File: src/rtl/rice_bit_packer.sv
// rtl/rice_bit_packer.sv - Rice residual serialiser packing unary/stop/remainder bits into 16-bit words
//
// Purpose:
//   Takes one Rice-coded residual at a time (unary quotient q, stop+remainder
//   field, bit count). Emits q zeros, then the RICE_PARAM+1 bit tail MSB-first,
//   and packs the stream into 16-bit words (first bit in [15]). Keeps a
//   saturating total of the bit counts. A flush zero-pads and emits the last
//   partial word once every accepted residual has been packed.
//
// Ports:
//   iClock      in   1   clock, rising edge
//   iReset      in   1   synchronous, active-high reset
//   iValid      in   1   residual present this cycle
//   iMSB        in   16  unary quotient q
//   iLSB        in   16  [RICE_PARAM:0] = {stop bit, remainder}; upper bits ignored
//   iBitsUsed   in   16  residual length, only summed into oTotalBits
//   iFlush      in   1   pad/emit the partial word once idle
//   oReady      out  1   residual can be accepted this cycle
//   oWord       out  16  packed word
//   oValid      out  1   oWord strobe
//   oFlushDone  out  1   flush complete strobe
//   oTotalBits  out  32  saturating sum of accepted iBitsUsed
//   oOverflow   out  1   sticky: a residual was offered and dropped
//
// Optional build: RICE_PACK_FIFO_EN adds a FIFO_DEPTH-entry input FIFO.

module rice_bit_packer #(
  parameter int RICE_PARAM = 4,
  parameter int FIFO_DEPTH = 4
) (
  input  logic        iClock,
  input  logic        iReset,
  input  logic        iValid,
  input  logic [15:0] iMSB,
  input  logic [15:0] iLSB,
  input  logic [15:0] iBitsUsed,
  input  logic        iFlush,
  output logic        oReady,
  output logic [15:0] oWord,
  output logic        oValid,
  output logic        oFlushDone,
  output logic [31:0] oTotalBits,
  output logic        oOverflow
);

  localparam int TW = RICE_PARAM + 1;

  typedef enum logic [1:0] {IDLE, ZEROS, TAIL, FLUSH} state_t;
  state_t state;

  logic [31:0]   acc;         // left-aligned pending bits
  logic [3:0]    fill;        // valid bits in acc[31 -: fill]
  logic [15:0]   q_rem;       // unary zeros still to emit
  logic [TW-1:0] lsb_r;       // tail of the residual in flight
  logic          flush_pend;

  // Residual source: either the ports directly or the FIFO head.
  logic          fsm_slot;    // FSM can start a new residual this cycle
  logic          take;        // FSM starts a residual this cycle
  logic          acc_in;      // a residual is accepted at the ports
  logic          drop;        // a residual is offered and lost
  logic          src_empty;   // nothing waiting in front of the FSM
  logic [15:0]   src_q;
  logic [TW-1:0] src_lsb;

  // iLSB bits above the tail field are don't-care by definition.
  logic unused_lsb;
  assign unused_lsb = ^iLSB;

  assign fsm_slot = (state == IDLE) || (state == TAIL);

`ifdef RICE_PACK_FIFO_EN
  localparam int AW = (FIFO_DEPTH > 1) ? $clog2(FIFO_DEPTH) : 1;

  logic [15:0]   fifo_q   [2**AW];
  logic [TW-1:0] fifo_lsb [2**AW];
  logic [AW:0]   wr_ptr;
  logic [AW:0]   rd_ptr;
  logic          full;

  assign src_empty = (wr_ptr == rd_ptr);
  assign full      = (wr_ptr[AW] != rd_ptr[AW]) && (wr_ptr[AW-1:0] == rd_ptr[AW-1:0]);
  assign oReady    = !full;
  assign acc_in    = iValid && !full;
  assign drop      = iValid && full;
  assign src_q     = fifo_q[rd_ptr[AW-1:0]];
  assign src_lsb   = fifo_lsb[rd_ptr[AW-1:0]];
  // The FSM keeps draining while a flush is pending; the flush itself
  // waits for the FIFO to run empty.
  assign take      = fsm_slot && !src_empty;

  always_ff @(posedge iClock) begin
    if (iReset) begin
      wr_ptr <= '0;
      rd_ptr <= '0;
    end else begin
      if (acc_in) begin
        fifo_q[wr_ptr[AW-1:0]]   <= iMSB;
        fifo_lsb[wr_ptr[AW-1:0]] <= iLSB[RICE_PARAM:0];
        wr_ptr                   <= wr_ptr + (AW+1)'(1);
      end
      if (take) begin
        rd_ptr <= rd_ptr + (AW+1)'(1);
      end
    end
  end
`else
  assign oReady    = fsm_slot && !flush_pend;
  assign acc_in    = iValid && oReady;
  assign drop      = iValid && !oReady;
  assign take      = acc_in;
  assign src_empty = 1'b1;
  assign src_q     = iMSB;
  assign src_lsb   = iLSB[RICE_PARAM:0];
`endif

  // Bits appended this cycle: k zeros in ZEROS, the tail field in TAIL.
  logic        app_en;
  logic [4:0]  app_k;
  logic [31:0] app_pat;
  logic [31:0] acc_sum;
  logic [5:0]  fill_sum;
  logic [15:0] q_next;
  logic [32:0] tot_sum;

  always_comb begin
    app_en  = 1'b0;
    app_k   = '0;
    app_pat = '0;
    case (state)
      ZEROS: begin
        app_en = 1'b1;
        app_k  = (q_rem >= 16'd16) ? 5'd16 : q_rem[4:0];
      end
      TAIL: begin
        app_en  = 1'b1;
        app_k   = 5'(TW);
        app_pat = {lsb_r, {(32-TW){1'b0}}} >> fill;
      end
      default: ;
    endcase
  end

  // fill <= 15 and k <= 16, so fill_sum never reaches 32 and its low
  // nibble is the residual fill whether or not a word is retired.
  assign acc_sum  = acc | app_pat;
  assign fill_sum = {2'b00, fill} + {1'b0, app_k};
  assign q_next   = q_rem - {11'd0, app_k};
  assign tot_sum  = {1'b0, oTotalBits} + {17'd0, iBitsUsed};

  always_ff @(posedge iClock) begin
    if (iReset) begin
      state      <= IDLE;
      acc        <= '0;
      fill       <= '0;
      q_rem      <= '0;
      lsb_r      <= '0;
      flush_pend <= 1'b0;
      oWord      <= '0;
      oValid     <= 1'b0;
      oFlushDone <= 1'b0;
      oTotalBits <= '0;
      oOverflow  <= 1'b0;
    end else begin
      oValid     <= 1'b0;
      oFlushDone <= 1'b0;

      if (drop) begin
        oOverflow <= 1'b1;
      end
      if (acc_in) begin
        oTotalBits <= tot_sum[32] ? 32'hFFFF_FFFF : tot_sum[31:0];
      end

      // Repeated flush requests before completion collapse into one.
      if (state == FLUSH) begin
        flush_pend <= 1'b0;
      end else if (iFlush) begin
        flush_pend <= 1'b1;
      end

      if (app_en) begin
        if (fill_sum[4]) begin
          oWord  <= acc_sum[31:16];
          oValid <= 1'b1;
          acc    <= {acc_sum[15:0], 16'h0000};
        end else begin
          acc <= acc_sum;
        end
        fill <= fill_sum[3:0];
      end

      case (state)
        IDLE: begin
          if (take) begin
            q_rem <= src_q;
            lsb_r <= src_lsb;
            state <= (src_q != 16'd0) ? ZEROS : TAIL;
          end else if ((flush_pend || iFlush) && src_empty) begin
            state <= FLUSH;
          end
        end
        ZEROS: begin
          q_rem <= q_next;
          if (q_next == 16'd0) begin
            state <= TAIL;
          end
        end
        TAIL: begin
          // Overlapping the next accept with this tail gives one
          // residual per cycle when q = 0.
          if (take) begin
            q_rem <= src_q;
            lsb_r <= src_lsb;
            state <= (src_q != 16'd0) ? ZEROS : TAIL;
          end else begin
            state <= IDLE;
          end
        end
        FLUSH: begin
          if (fill != 4'd0) begin
            oWord  <= acc[31:16];
            oValid <= 1'b1;
          end
          oFlushDone <= 1'b1;
          acc        <= '0;
          fill       <= '0;
          state      <= IDLE;
        end
        default: state <= IDLE;
      endcase
    end
  end

endmodule
File: config.mk
export PLATFORM = sky130hd
export DESIGN_NAME = rice_bit_packer
export DESIGN_NICKNAME = d
export VERILOG_FILES = /design/src/rtl/rice_bit_packer.sv
export SDC_FILE = /design/constraint.sdc
export NUM_CORES = 1
export LEC_CHECK = 0
export CAP_MARGIN = 20
export CORE_MARGIN = 8
export CORE_UTILIZATION = 65
export CTS_CLUSTER_SIZE = 14
export DETAILED_ROUTE_END_ITERATION = 8
export DONT_BUFFER_PORTS = 1
export PLACE_DENSITY = 0.79
export SETUP_SLACK_MARGIN = 0.15
export SYNTH_ARGS = -nofsm -noshare
export SYNTH_HDL_FRONTEND = slang
export SYNTH_SLANG_ARGS = --single-unit
export TNS_END_PERCENT = 20
File: constraint.sdc
create_clock -name iClock -period 9.8 [get_ports iClock]
set_clock_uncertainty 0.15 [all_clocks]
set_input_delay 1.47 -clock iClock [delete_from_list [all_inputs] [get_ports iClock]]
set_output_delay 1.47 -clock iClock [all_outputs]
set_load 0.02 [all_outputs]
==> metrics <==
placed cells 820; Worst R2R End state[1]; grt total ovfl 0; share of cells above drive strength 1 0.0726; DR top layer met4; predominant post-synthesis flop cell dfxtp_1; vias in the first global route 5083; Worst Path Max Fanout 30; Synth async-reset ratio 0; Synth Warn # 0; Worst setup SP type register; Die Area 12400 µm²; worst r2r src state[1]; final hold violations 0; relative slew slack 0.304; met2 WL 7310 µm; row count 34; hold-fix buffers at CTS 0; largest net degree at the start of global routing 48; gpl congestion 0.917; CTS clk-pin slew, worst paths 0.12 ns; Mean Syn Cell Area 7.89 µm²; Yosys cell types 69; worst slew pin tran 1.04 ns; Mapped Nets 832; Metal-1 WL 6700 µm; setup bufs post-CTS 0; root buffer cell clkbuf_8; Cell Area, Synth 5900 µm²; placed cell area 5920 µm²; met3 routed WL 1110 µm; clock latency at the later pin of the worst-skew pair 0.37 ns; Die Y 111 µm; Simple-Gate Fraction of Synth Area 0.225; Seq/Total Area, Yosys 0.336; RSZ-0062 raised after global routing no; Setup crit start state[1]; fmax 0.226 GHz; Worst R2R Path Depth 15; largest family of logic cells by synthesized area compound AO/OA/AOI/OAI gates; final period utilization 0.451; Max Buffers Root-to-Sink 2; final std cells w/o fill 838; # clock sinks 99; # port buffers 0; Die Wd 111 µm; TNS Setup 0 ns; GRT Overall Usage 0.235; Filler cells 768; Synth Area in XOR/XNOR 0.0282; Worst Hold Class register to register; Slew Viols, Final 0; Synth Area in Compound Gates 0.257; Adder-Cell Fraction of Synth Area 0.0717; Area Overhead vs Synth 3.75%; final setup fails 0; post-route cell area 6120 µm²; depth of the CTS H-tree 3; CP endpoint state[1]; DP HPWL 11100 µm; outcome finished clean; CTS Buf Count 9; CTS tree built; DR vias 5512; # Max-Cap Violations 0; 1st-iter DRT viols 295; via/cell ratio 6.58; commonest non-fill, non-tap cells in the layout 101 x nor2_1, 99 x dfxtp_1, 76 x nand2_1, 73 x a21oi_1, 39 x o21ai_0; routed length per instance 18.4 µm; Cells after Synth 748; core box area 8760 µm²; remaining antenna violation count 0; Overall Power 1.84 mW; antenna violations before repair 0; CP Capture Type register; worst endpoint required time 9.90 ns; commonest non-fill, non-tap cell in the layout nor2_1; NumNets Final 809; Initial Utilization 0.673; drt pass-1 iters 4; WP data arrival 4.52 ns; FF-to-FF setup slack 5.38 ns; Power Density 300 nW/µm²; DRC 0; Hold Path Depth 2; Max VDD drop 208 µV; first-pass GRT wire length 25200 µm; Seq cells post-synth 99; overall routed net length 15400 µm; Leak 2.38 nW; mux cell area share after synthesis 0.0399; EDFF count, synth 0; Top Ports 104; CTS resizes 0; antenna cells 0; kind of critical path register to register; fin crit period 4.42 ns
==> worst max-delay path, stage by stage, from the launching register on <==
cell	delay (ns)
dfxtp_1	0.41
inv_1	0.09
ha_1	0.28
buf_4	0.33
inv_1	0.18
nor2_1	0.21
ha_1	0.22
inv_1	0.06
fa_1	0.41
a211oi_1	0.38
nor2_1	0.15
or3_1	0.38
a22o_1	0.26
o31ai_1	0.48
mux2i_1	0.26
nor2_1	0.06
==> per-stage QoR <==
| step | util | setup slack [ns] | hold slack [ns] |
|---|---|---|---|
| CTS | 0.696 | 5.30 | 0.332 |
| global route | 0.698 | 4.95 | 0.367 |
| floorplan | - | 5.84 | 0.288 |
| finish | 0.698 | 5.38 | 0.328 |
| global placement | 0.675 | 5.34 | 0.297 |
| detailed placement | 0.675 | 5.30 | 0.312 |
==> flip-flops by register name (all words and copies together) (netlist names), 2 cells and up <==
name,flops
q_rem,16
fill,4
lsb_r,5
acc,20
oTotalBits,32
state,2
oWord,16
==> report_power, final <==
group          leakage, nW  switching (mW)  internal [mW]
logic                 1.49           0.593          0.366
clock network       0.0879           0.160         0.0966
registers            0.805           0.141          0.482
==> Yosys cell counts, types with 10 or more instances <==
cell type	n	area, µm²
a21oi_1	73	365
a31oi_1	19	119
o21ai_0	40	200
clkbuf_1	36	135
inv_1	25	93.8
dfxtp_1	99	1980
xor2_1	10	87.6
nand3_1	12	60.1
mux2i_1	19	190
nand2_1	76	285
ha_1	29	363
nor2_1	101	379
o22ai_1	15	93.8
a21o_1	12	90.1
nor2b_1	11	68.8
nor3_1	20	100
==> final cells by class <==
cell class	instances	area (µm²)	area share
Clock buffer	9	124	0.0202
Clock inverter	7	61.3	0.0100
Inverter	25	93.8	0.0153
Multi-Input combinational cell	584	3680	0.601
Sequential cell	99	1980	0.324
Tap cell	108	135	0.0221
Timing Repair Buffer	6	48.8	0.00797
==> cells by family after synthesis <==
family / count (synthesis)
compound gates: 233
xor+xnor: 19
fa+ha+maj: 32
buf+inv: 65
flops: 99
mux: 23
simple gates: 277
==> layer usage <==
| metal | vias to the layer above | global-route usage |
|---|---|---|
| li1 | 2683 | - |
| met2 | 185 | 0.380 |
| met5 | - | 0 |
| met3 | 24 | 0.0595 |
| met4 | 0 | 0.0676 |
| met1 | 2620 | 0.299 |
==> worst min-delay path by stage <==
stage | startpoint | endpoint | slack (ns)
4_1_cts | acc[15] | acc[15] | 0.33
6_report | acc[18] | oWord[2] | 0.33
5_1_grt | acc[27] | acc[27] | 0.37
3_5_place_dp | acc[15] | acc[15] | 0.31
2_1_floorplan | acc[16] | acc[16] | 0.29
3_3_place_gp | acc[19] | acc[19] | 0.30
(Power assumes the default switching activity.)
